### config.mk
export PLATFORM = sky130hd
export DESIGN_NAME = avg_ctrl
export DESIGN_NICKNAME = d
export VERILOG_FILES = /design/src/rtl/avg_ctrl.sv
export SDC_FILE = /design/constraint.sdc
export NUM_CORES = 1
export LEC_CHECK = 0
export ABC_AREA = 1
export BUFFER_PORTS_ARGS = -buffer_cell sky130_fd_sc_hd__buf_2
export CAP_MARGIN = 20
export CORE_UTILIZATION = 40
export CTS_CLUSTER_SIZE = 14
export DETAILED_ROUTE_END_ITERATION = 10
export PLACE_DENSITY = 0.71
export SYNTH_ARGS = -nofsm -noshare
export SYNTH_HDL_FRONTEND = slang
export SYNTH_SLANG_ARGS = --single-unit
### constraint.sdc
create_clock -name clk -period 5 [get_ports clk]
set_clock_uncertainty 0.1 [all_clocks]
set_input_delay 0.25 -clock clk [delete_from_list [all_inputs] [get_ports clk]]
set_output_delay 0.25 -clock clk [all_outputs]
set_load 0.005 [all_outputs]
### src/rtl/avg_ctrl.sv
`timescale 1ns/1ps
// avg_ctrl: sequencing controller for an external 8-sample moving averager.
//
// Accepts samples over a valid/ready handshake, feeds each one to the
// averager (avg_num + a one-cycle avg_step), waits for the averager result
// and hands it downstream over a second valid/ready handshake. A window
// holds 8 samples: no result is produced until the 8th sample after a clear.
// flush (or reset) clears the window via avg_rs and drops anything in flight.
//
// Ports:
//   clk, rs              clock, asynchronous active-high reset
//   in_valid/in_data/in_ready     sample input handshake
//   flush                level request to clear the averaging window
//   avg_num/avg_step/avg_rs       drive the averager's num_in, step, reset
//   avg_ave8             averager result (valid the cycle after avg_step)
//   out_valid/out_data/out_ready  result output handshake
//   fill_cnt             samples in window, 0..8 saturating
//   busy                 clearing, a sample in flight, or a result held
//
// Build option:
//   AVG_CTRL_DECIM_EN    when defined, only samples 8, 16, 24, ... after a
//                        clear produce a result (decimate by 8).
module avg_ctrl (
    input  logic       clk,
    input  logic       rs,
    input  logic       in_valid,
    input  logic [7:0] in_data,
    output logic       in_ready,
    input  logic       flush,
    output logic [7:0] avg_num,
    output logic       avg_step,
    output logic       avg_rs,
    input  logic [7:0] avg_ave8,
    output logic       out_valid,
    output logic [7:0] out_data,
    input  logic       out_ready,
    output logic [3:0] fill_cnt,
    output logic       busy
);

    localparam int unsigned DATA_W = 8;
    localparam int unsigned CNT_W  = 4;
    localparam int unsigned WIN    = 8;

    typedef enum logic [1:0] {
        ST_CLR  = 2'd0,
        ST_FILL = 2'd1,
        ST_RUN  = 2'd2
    } state_t;

    state_t state;
    logic   cap_pend;   // averager result is valid this cycle
    logic   step_emit;  // sample currently stepping will produce a result
    logic   cap_emit;   // pending capture will produce a result
    logic   accept;
    logic   emit_c;     // the sample being accepted now will produce a result

`ifdef AVG_CTRL_DECIM_EN
    logic [2:0] dec_cnt;  // accepted samples modulo 8 since the last clear
`endif

    // Sample acceptance: only when the pipeline and output stage are free.
    assign in_ready = ((state == ST_FILL) || (state == ST_RUN)) && !flush &&
                      !avg_step && !cap_pend && !(out_valid && !out_ready);
    assign accept   = in_valid && in_ready;
    assign busy     = (state == ST_CLR) || avg_step || cap_pend || out_valid;

    // Result decision for the sample being accepted (fill_cnt is pre-increment).
`ifdef AVG_CTRL_DECIM_EN
    assign emit_c = (dec_cnt == 3'd7);
`else
    assign emit_c = (fill_cnt >= CNT_W'(WIN - 1));
`endif

    // Control FSM with its registered outputs and datapath.
    always_ff @(posedge clk or posedge rs) begin
        if (rs) begin
            state     <= ST_CLR;
            avg_rs    <= 1'b1;
            avg_step  <= 1'b0;
            avg_num   <= '0;
            cap_pend  <= 1'b0;
            step_emit <= 1'b0;
            cap_emit  <= 1'b0;
            out_valid <= 1'b0;
            out_data  <= '0;
            fill_cnt  <= '0;
`ifdef AVG_CTRL_DECIM_EN
            dec_cnt   <= '0;
`endif
        end else begin
            case (state)
                ST_CLR: begin
                    // Hold the averager in reset; a held flush restarts the clear.
                    avg_step  <= 1'b0;
                    cap_pend  <= 1'b0;
                    step_emit <= 1'b0;
                    cap_emit  <= 1'b0;
                    out_valid <= 1'b0;
                    fill_cnt  <= '0;
`ifdef AVG_CTRL_DECIM_EN
                    dec_cnt   <= '0;
`endif
                    if (flush) begin
                        state  <= ST_CLR;
                        avg_rs <= 1'b1;
                    end else begin
                        state  <= ST_FILL;
                        avg_rs <= 1'b0;
                    end
                end

                ST_FILL, ST_RUN: begin
                    if (flush) begin
                        // Drop everything in flight and clear the window.
                        state     <= ST_CLR;
                        avg_rs    <= 1'b1;
                        avg_step  <= 1'b0;
                        cap_pend  <= 1'b0;
                        step_emit <= 1'b0;
                        cap_emit  <= 1'b0;
                        out_valid <= 1'b0;
                        fill_cnt  <= '0;
`ifdef AVG_CTRL_DECIM_EN
                        dec_cnt   <= '0;
`endif
                    end else begin
                        // step -> cap_pend -> capture, one stage per cycle.
                        avg_step <= accept;
                        cap_pend <= avg_step;
                        cap_emit <= step_emit;

                        if (accept) begin
                            avg_num   <= in_data;
                            step_emit <= emit_c;
                            if (fill_cnt != CNT_W'(WIN))
                                fill_cnt <= fill_cnt + CNT_W'(1);
`ifdef AVG_CTRL_DECIM_EN
                            dec_cnt   <= dec_cnt + 3'd1;
`endif
                            if ((state == ST_FILL) && (fill_cnt == CNT_W'(WIN - 1)))
                                state <= ST_RUN;
                        end

                        // A capture wins over a same-edge downstream handshake.
                        if (cap_pend && cap_emit) begin
                            out_data  <= DATA_W'(avg_ave8);
                            out_valid <= 1'b1;
                        end else if (out_ready) begin
                            out_valid <= 1'b0;
                        end
                    end
                end

                default: begin
                    state  <= ST_CLR;
                    avg_rs <= 1'b1;
                end
            endcase
        end
    end

endmodule

After elaboration in Yosys (flattened, before gate mapping)
Cells that the tools add are included.
{"block": "classes", "n_reduce_logical": 26, "eq_ne": 9, "bitwise_logic": 1, "addsub": 1, "order_cmp": 1, "muxes": 25}
{"op": "$mux 4", "n": 3}
{"op": "$pmux 1 s2", "n": 6}
{"op": "$mux 1", "n": 11}
{"op": "$ne 3x3->1 const B", "n": 3}
{"op": "$reduce_and 3->1", "n": 3}
{"op": "$logic_and 1x1->1", "n": 8}
{"op": "$ne 4x4->1 const B", "n": 2}
{"op": "$pmux 4 s2", "n": 1}
{"op": "$mux 2", "n": 3}
{"op": "$reduce_and 2->1", "n": 3}
{"op": "$logic_not 1->1", "n": 5}
{"op": "$add 4x1->4 const B", "n": 1}
{"op": "$eq 4x3->1 const B", "n": 1}
{"op": "$ge 4x3->1 const B", "n": 1}
{"op": "$logic_or 1x1->1", "n": 4}
{"op": "$pmux 2 s2", "n": 1}
{"op": "$eq 2x1->1 const B", "n": 1}
{"op": "$eq 2x2->1 const B", "n": 1}
{"op": "$logic_not 2->1", "n": 1}
{"op": "$ne 2x2->1 const B", "n": 1}
{"op": "$reduce_bool 2->1", "n": 1}
{"op": "$reduce_or 2->1", "n": 1}
{"op": "$not 1->1", "n": 1}
{"block": "word_totals", "register_bits": 28, "out_inout_bits": 25, "word_cells": 73, "input_bits": 21}

Logic depth before layout (Yosys ltp)
{"block": "depth", "word_depth": 10, "ltp_mapped": 10}

Least setup slack after synthesis
No wires, ideal clock.
{"block": "synth_path", "path_type": "register to register", "from": "reg state[0]", "to": "reg fill_cnt[0]", "required_time_ns": 4.783, "t_arrival_ns": 1.364, "path_stages_with_launch": 10, "setup_ns": 0.117, "slack_ns": 3.419, "synth_period_minus_slack_ns": 1.581, "path_buffers": 0, "path_cell_list": "dfrtp_1 -> inv_1 -> ha_1 -> inv_2 -> nor2_8 -> nand4_4 -> nand2_2 -> nand2_2 -> nand2_1 -> nand2_1"}
{"block": "synth_between", "elab_chain_cells": 9, "elab_cells_between_ends": 15, "classes_between": "eq/ne (4); mux (1); reduce/logical (10)"}
{"item": "start: declaration", "line": "51", "source": "state_t state;"}
{"item": "start signal: assignment", "line": "78", "source": "state <= ST_CLR;"}
{"item": "start signal: assignment", "line": "105", "source": "state <= ST_CLR;"}
{"item": "start signal: assignment", "line": "108", "source": "state <= ST_FILL;"}
{"item": "$eq 2x1->1 / $eq 2x2->1 (equally long branches)", "line": "63, 92"}
{"item": "$logic_or 1x1->1", "line": "63", "source": "assign in_ready = ((state == ST_FILL) || (state == ST_RUN)) && !flush &&"}
{"item": "$logic_and 1x1->1 (2 in series)", "line": "63"}
{"item": "$logic_and 1x1->1 (2 in series)", "line": "64", "source": "!avg_step && !cap_pend && !(out_valid && !out_ready);"}
{"item": "$logic_and 1x1->1", "line": "65", "source": "assign accept = in_valid && in_ready;"}
{"item": "$ne 3x3->1 (no source line)"}
{"item": "$reduce_and 3->1 (no source line)"}
{"item": "end signal: assignment", "line": "137", "source": "fill_cnt <= fill_cnt + CNT_W'(1);"}
{"item": "end: declaration", "line": "37", "source": "output logic [3:0] fill_cnt,"}
Several ways; a longest one is shown, not always the timed one.
A chain may end at the register's enable or synchronous reset.

Worst setup path in the final report
{"block": "layout_path", "from": "reg state[0]", "to": "out in_ready"}
{"block": "layout_between", "elab_chain_cells": 6, "elab_cells_between_ends": 7, "classes_between": "eq/ne (2); reduce/logical (5)"}
{"item": "$eq 2x1->1 / $eq 2x2->1 (equally long branches)", "line": "63"}
{"item": "$logic_or 1x1->1 (*)", "line": "63"}
{"item": "$logic_and 1x1->1 (*) (2 in series)", "line": "63"}
{"item": "$logic_and 1x1->1 (*) (2 in series)", "line": "64"}
{"item": "end: declaration", "line": "28", "source": "output logic in_ready,"}
Every way passes the cells marked *; elsewhere a longest branch is shown, timed or not.

==> run_summary.xml <==
<?xml version="1.0" encoding="UTF-8"?>
<metrics>
  <group name="cts">
    <metric name="cts_buffer_depth" unit="">2</metric>
    <metric name="tritoncts" unit="">done</metric>
    <metric name="buffers_inserted_during_post_cts_setup_optimization" unit="">0</metric>
    <metric name="cts_root_buf" unit="">clkbuf_4</metric>
    <metric name="cts_repair_resize_count" unit="">0</metric>
    <metric name="hold_buffers" unit="">4</metric>
    <metric name="cts.reportedPaths.clkPinSlew" unit="ns">0.15</metric>
    <metric name="worstSkewPairLatency" unit="ns">0.33</metric>
    <metric name="clock_sink_count" unit="">28</metric>
    <metric name="cts-buffers-inserted" unit="">3</metric>
    <metric name="h-tree-depth" unit="">1</metric>
  </group>
  <group name="placement">
    <metric name="finalWeightedCongestion" unit="">0.904</metric>
    <metric name="preCtsSetupSlack" unit="ns">3.12</metric>
    <metric name="io_buffer_count" unit="">45</metric>
    <metric name="dp_hpwl" unit="mm">1.96</metric>
  </group>
  <group name="outcome">
    <metric name="outcome" unit="">complete, no violations</metric>
  </group>
  <group name="route">
    <metric name="wl_per_cell" unit="um">10.5</metric>
    <metric name="drt_pass1_iterations" unit="">7</metric>
    <metric name="detail_route.vias_per_cell" unit="">4.53</metric>
    <metric name="detailedRoute.firstIterationViolations" unit="">38</metric>
    <metric name="antenna_violating_nets_post_route" unit="">0</metric>
    <metric name="detail_route.drc_violations" unit="">0</metric>
    <metric name="route.vias.total" unit="">1196</metric>
    <metric name="finalWirelength" unit="mm">2.76</metric>
  </group>
  <group name="power">
    <metric name="worst_ir_drop_vdd" unit="mV">0.232</metric>
    <metric name="static-leakage-power" unit="nW">1.01</metric>
    <metric name="power_per_cell_area" unit="mW/mm2">374</metric>
  </group>
  <group name="floorplanning">
    <metric name="core_area" unit="mm2">0.00336</metric>
    <metric name="die-area" unit="mm2">0.00375</metric>
    <metric name="die_height" unit="um">61.3</metric>
    <metric name="fp.dieW" unit="um">61.3</metric>
    <metric name="row_count" unit="">21</metric>
    <metric name="ios" unit="">46</metric>
    <metric name="initial_core_util" unit="%">41.8</metric>
  </group>
  <group name="logic_synthesis">
    <metric name="ys_seq_area_share" unit="%">50.0</metric>
    <metric name="synthesized_area_per_cell" unit="um2">8.52</metric>
    <metric name="synth.net_count" unit="">191</metric>
    <metric name="netlist_area" unit="mm2">0.00141</metric>
    <metric name="synth-async-reset-ratio" unit="%">100</metric>
    <metric name="synth_enable_flop_cells" unit="">0</metric>
    <metric name="synth_cell_types" unit="">26</metric>
    <metric name="postSynth.topFlopCell" unit="">dfrtp_1</metric>
    <metric name="register_bit_count_reported_by_yosys" unit="">28</metric>
    <metric name="synth-warning-count" unit="">0</metric>
    <metric name="synthesis.instances" unit="">165</metric>
  </group>
  <group name="setup_path">
    <metric name="cp-startpoint" unit="">state[0]$_DFFE_PP0P_</metric>
    <metric name="worst_r2r_endpoint" unit="">fill_cnt[3]$_DFFE_PP0P_</metric>
    <metric name="type_of_the_worst_setup_path" unit="">flop to output port</metric>
    <metric name="start_kind" unit="">flop</metric>
    <metric name="crit-reg2reg-launch" unit="">state[0]$_DFFE_PP0P_</metric>
    <metric name="rrSetupSlack" unit="ns">3.12</metric>
    <metric name="data_required_time_at_the_worst_endpoint" unit="ns">4.65</metric>
    <metric name="critical_path.endpoint" unit="">in_ready</metric>
    <metric name="worstPathMaxFanout" unit="">10</metric>
    <metric name="cp-end-kind" unit="">output port</metric>
    <metric name="ff2ff_path_depth" unit="">9</metric>
    <metric name="worst_ep_arrival_time" unit="ns">1.63</metric>
  </group>
  <group name="global_route">
    <metric name="grt_max_degree" unit="">29</metric>
    <metric name="number_of_antenna_violations_at_the_first_check_in_global_routing" unit="">0</metric>
    <metric name="grt_first_pass_wirelength" unit="mm">4.24</metric>
    <metric name="first_global_vias" unit="">954</metric>
    <metric name="grt_overflow_total" unit="">0</metric>
    <metric name="global_route.usage.total" unit="%">15.4</metric>
  </group>
  <group name="timing">
    <metric name="clock.fmax" unit="MHz">505</metric>
    <metric name="final.setup.worst_slack" unit="ns">3.02</metric>
    <metric name="hold_viol" unit="">0</metric>
    <metric name="slew_viol_final" unit="">0</metric>
    <metric name="post-route-min-period" unit="ns">1.98</metric>
    <metric name="setup_viol_count_final" unit="">0</metric>
    <metric name="slew_headroom" unit="%">73.6</metric>
    <metric name="rsz_0062_raised_after_global_routing" unit="">no</metric>
    <metric name="setup_tns" unit="ns">0</metric>
    <metric name="post-route-period-util" unit="%">39.6</metric>
    <metric name="worst-slew-pin-transition" unit="ns">0.392</metric>
  </group>
  <group name="finish">
    <metric name="nets_final" unit="">245</metric>
    <metric name="area_delta_synth_final" unit="%">26.3</metric>
    <metric name="share_of_post_route_cells_with_drive_strength_above_1" unit="%">29.4</metric>
    <metric name="antenna_cells_inserted" unit="">0</metric>
  </group>
  <group name="min_path">
    <metric name="hp-class" unit="">input port to flop</metric>
  </group>
  <group name="job">
    <metric name="maxCapViolCount" unit="">0</metric>
  </group>
</metrics>
## state kept, by name (all words and copies together), names as in the netlist
| signal | flops |
|---|---|
| step_emit | 1 |
| cap_pend | 1 |
| state | 2 |
| avg_step | 1 |
| out_data | 8 |
| avg_rs | 1 |
| out_valid | 1 |
| fill_cnt | 4 |
| avg_num | 8 |
| cap_emit | 1 |
## power breakdown
| part | switching [W] | internal (W) |
|---|---|---|
| clock network | 0.0000623 | 0.0000312 |
| registers | 0.0000359 | 0.000278 |
| logic | 0.000150 | 0.000105 |
| total | 0.000249 | 0.000415 |
## Yosys cell counts (all sizes together), types with 2 or more instances
library cell / count / area (um2)
buf: 2 / 22.5
dfrtp: 27 / 676
ha: 5 / 62.6
inv: 23 / 88.8
nand2: 65 / 251
nand3: 12 / 72.6
nand4: 2 / 27.5
nor2: 10 / 71.3
o21ai: 12 / 67.6
## cell type report
cell class	count	area, um2
Timing Repair Buffer	52	313
Sequential cell	28	702
Clock buffer	4	26.3
Inverter	24	97.6
Multi-Input combinational cell	110	578
Fill cell	352	1590
Tap cell	46	57.6
## worst max-delay path, stage by stage (launching register included)
cell	delay, ns
dfrtp_1	0.42
inv_1	0.06
ha_1	0.30
inv_2	0.08
nor2_8	0.19
nand3_1	0.11
inv_1	0.07
buf_2	0.10
## worst min path at each step
stage                     slack, ns  cells past startpoint                endpoint  startpoint
after floorplan                0.21                      1  avg_num[0]$_DFFE_PP0P_          rs
after global placement         0.35                      3  avg_num[2]$_DFFE_PP0P_  in_data[2]
after detailed placement       0.35                      3  avg_num[5]$_DFFE_PP0P_  in_data[5]
after CTS                     0.004                      3  avg_num[6]$_DFFE_PP0P_  in_data[6]
after global routing          0.004                      3  avg_num[3]$_DFFE_PP0P_  in_data[3]
final                          0.01                      3  avg_num[6]$_DFFE_PP0P_  in_data[6]
## kinds of logic (layout without fill, tap and decap cells)
family	count (synthesis)	after routing	share of synthesized area [%]
compound gates	14	14	5.70
fa+ha+maj	5	5	4.45
buf+inv	27	80	8.90
flops	28	28	50.0
simple gates	91	91	31.0
## per-layer routing
| layer | routed length, um | up-vias | global-route usage, % |
|---|---|---|---|
| li1 | - | 621 | - |
| met1 | 1390 | 550 | 21.7 |
| met2 | 1240 | 23 | 23.1 |
| met3 | 109 | 2 | 3.36 |
| met4 | 25 | 0 | 5.84 |
| met5 | 0 | - | 0 |
## through the flow
stage | cells | total power [W] | cell area (um2) | hold slack (ns) | util [%]
2_1_floorplan | 165 | 0.000479 | 1410 | 0.215 | -
3_3_place_gp | 253 | 0.000567 | 1660 | 0.345 | 49.4
3_5_place_dp | 253 | 0.000570 | 1660 | 0.347 | 49.4
4_1_cts | 261 | 0.000666 | 1730 | 0.00387 | 51.3
5_1_grt | 264 | 0.000723 | 1770 | 0.00426 | 52.8
6_report | 264 | 0.000663 | 1770 | 0.00998 | 52.8
## layout by cell type, fill, tap and decap left out, types with 2 or more instances in the layout
master,instances
nand2_1,62
buf_2,45
dfrtp_1,27
inv_1,21
nand3_1,11
o21ai_1,9
nor2_1,6
dlygate4sd3_1,6
ha_1,5
nand2_2,3
clkbuf_4,3
nor2_4,2
o21ai_2,2
No activity file was read; power rests on OpenSTA's default activity.
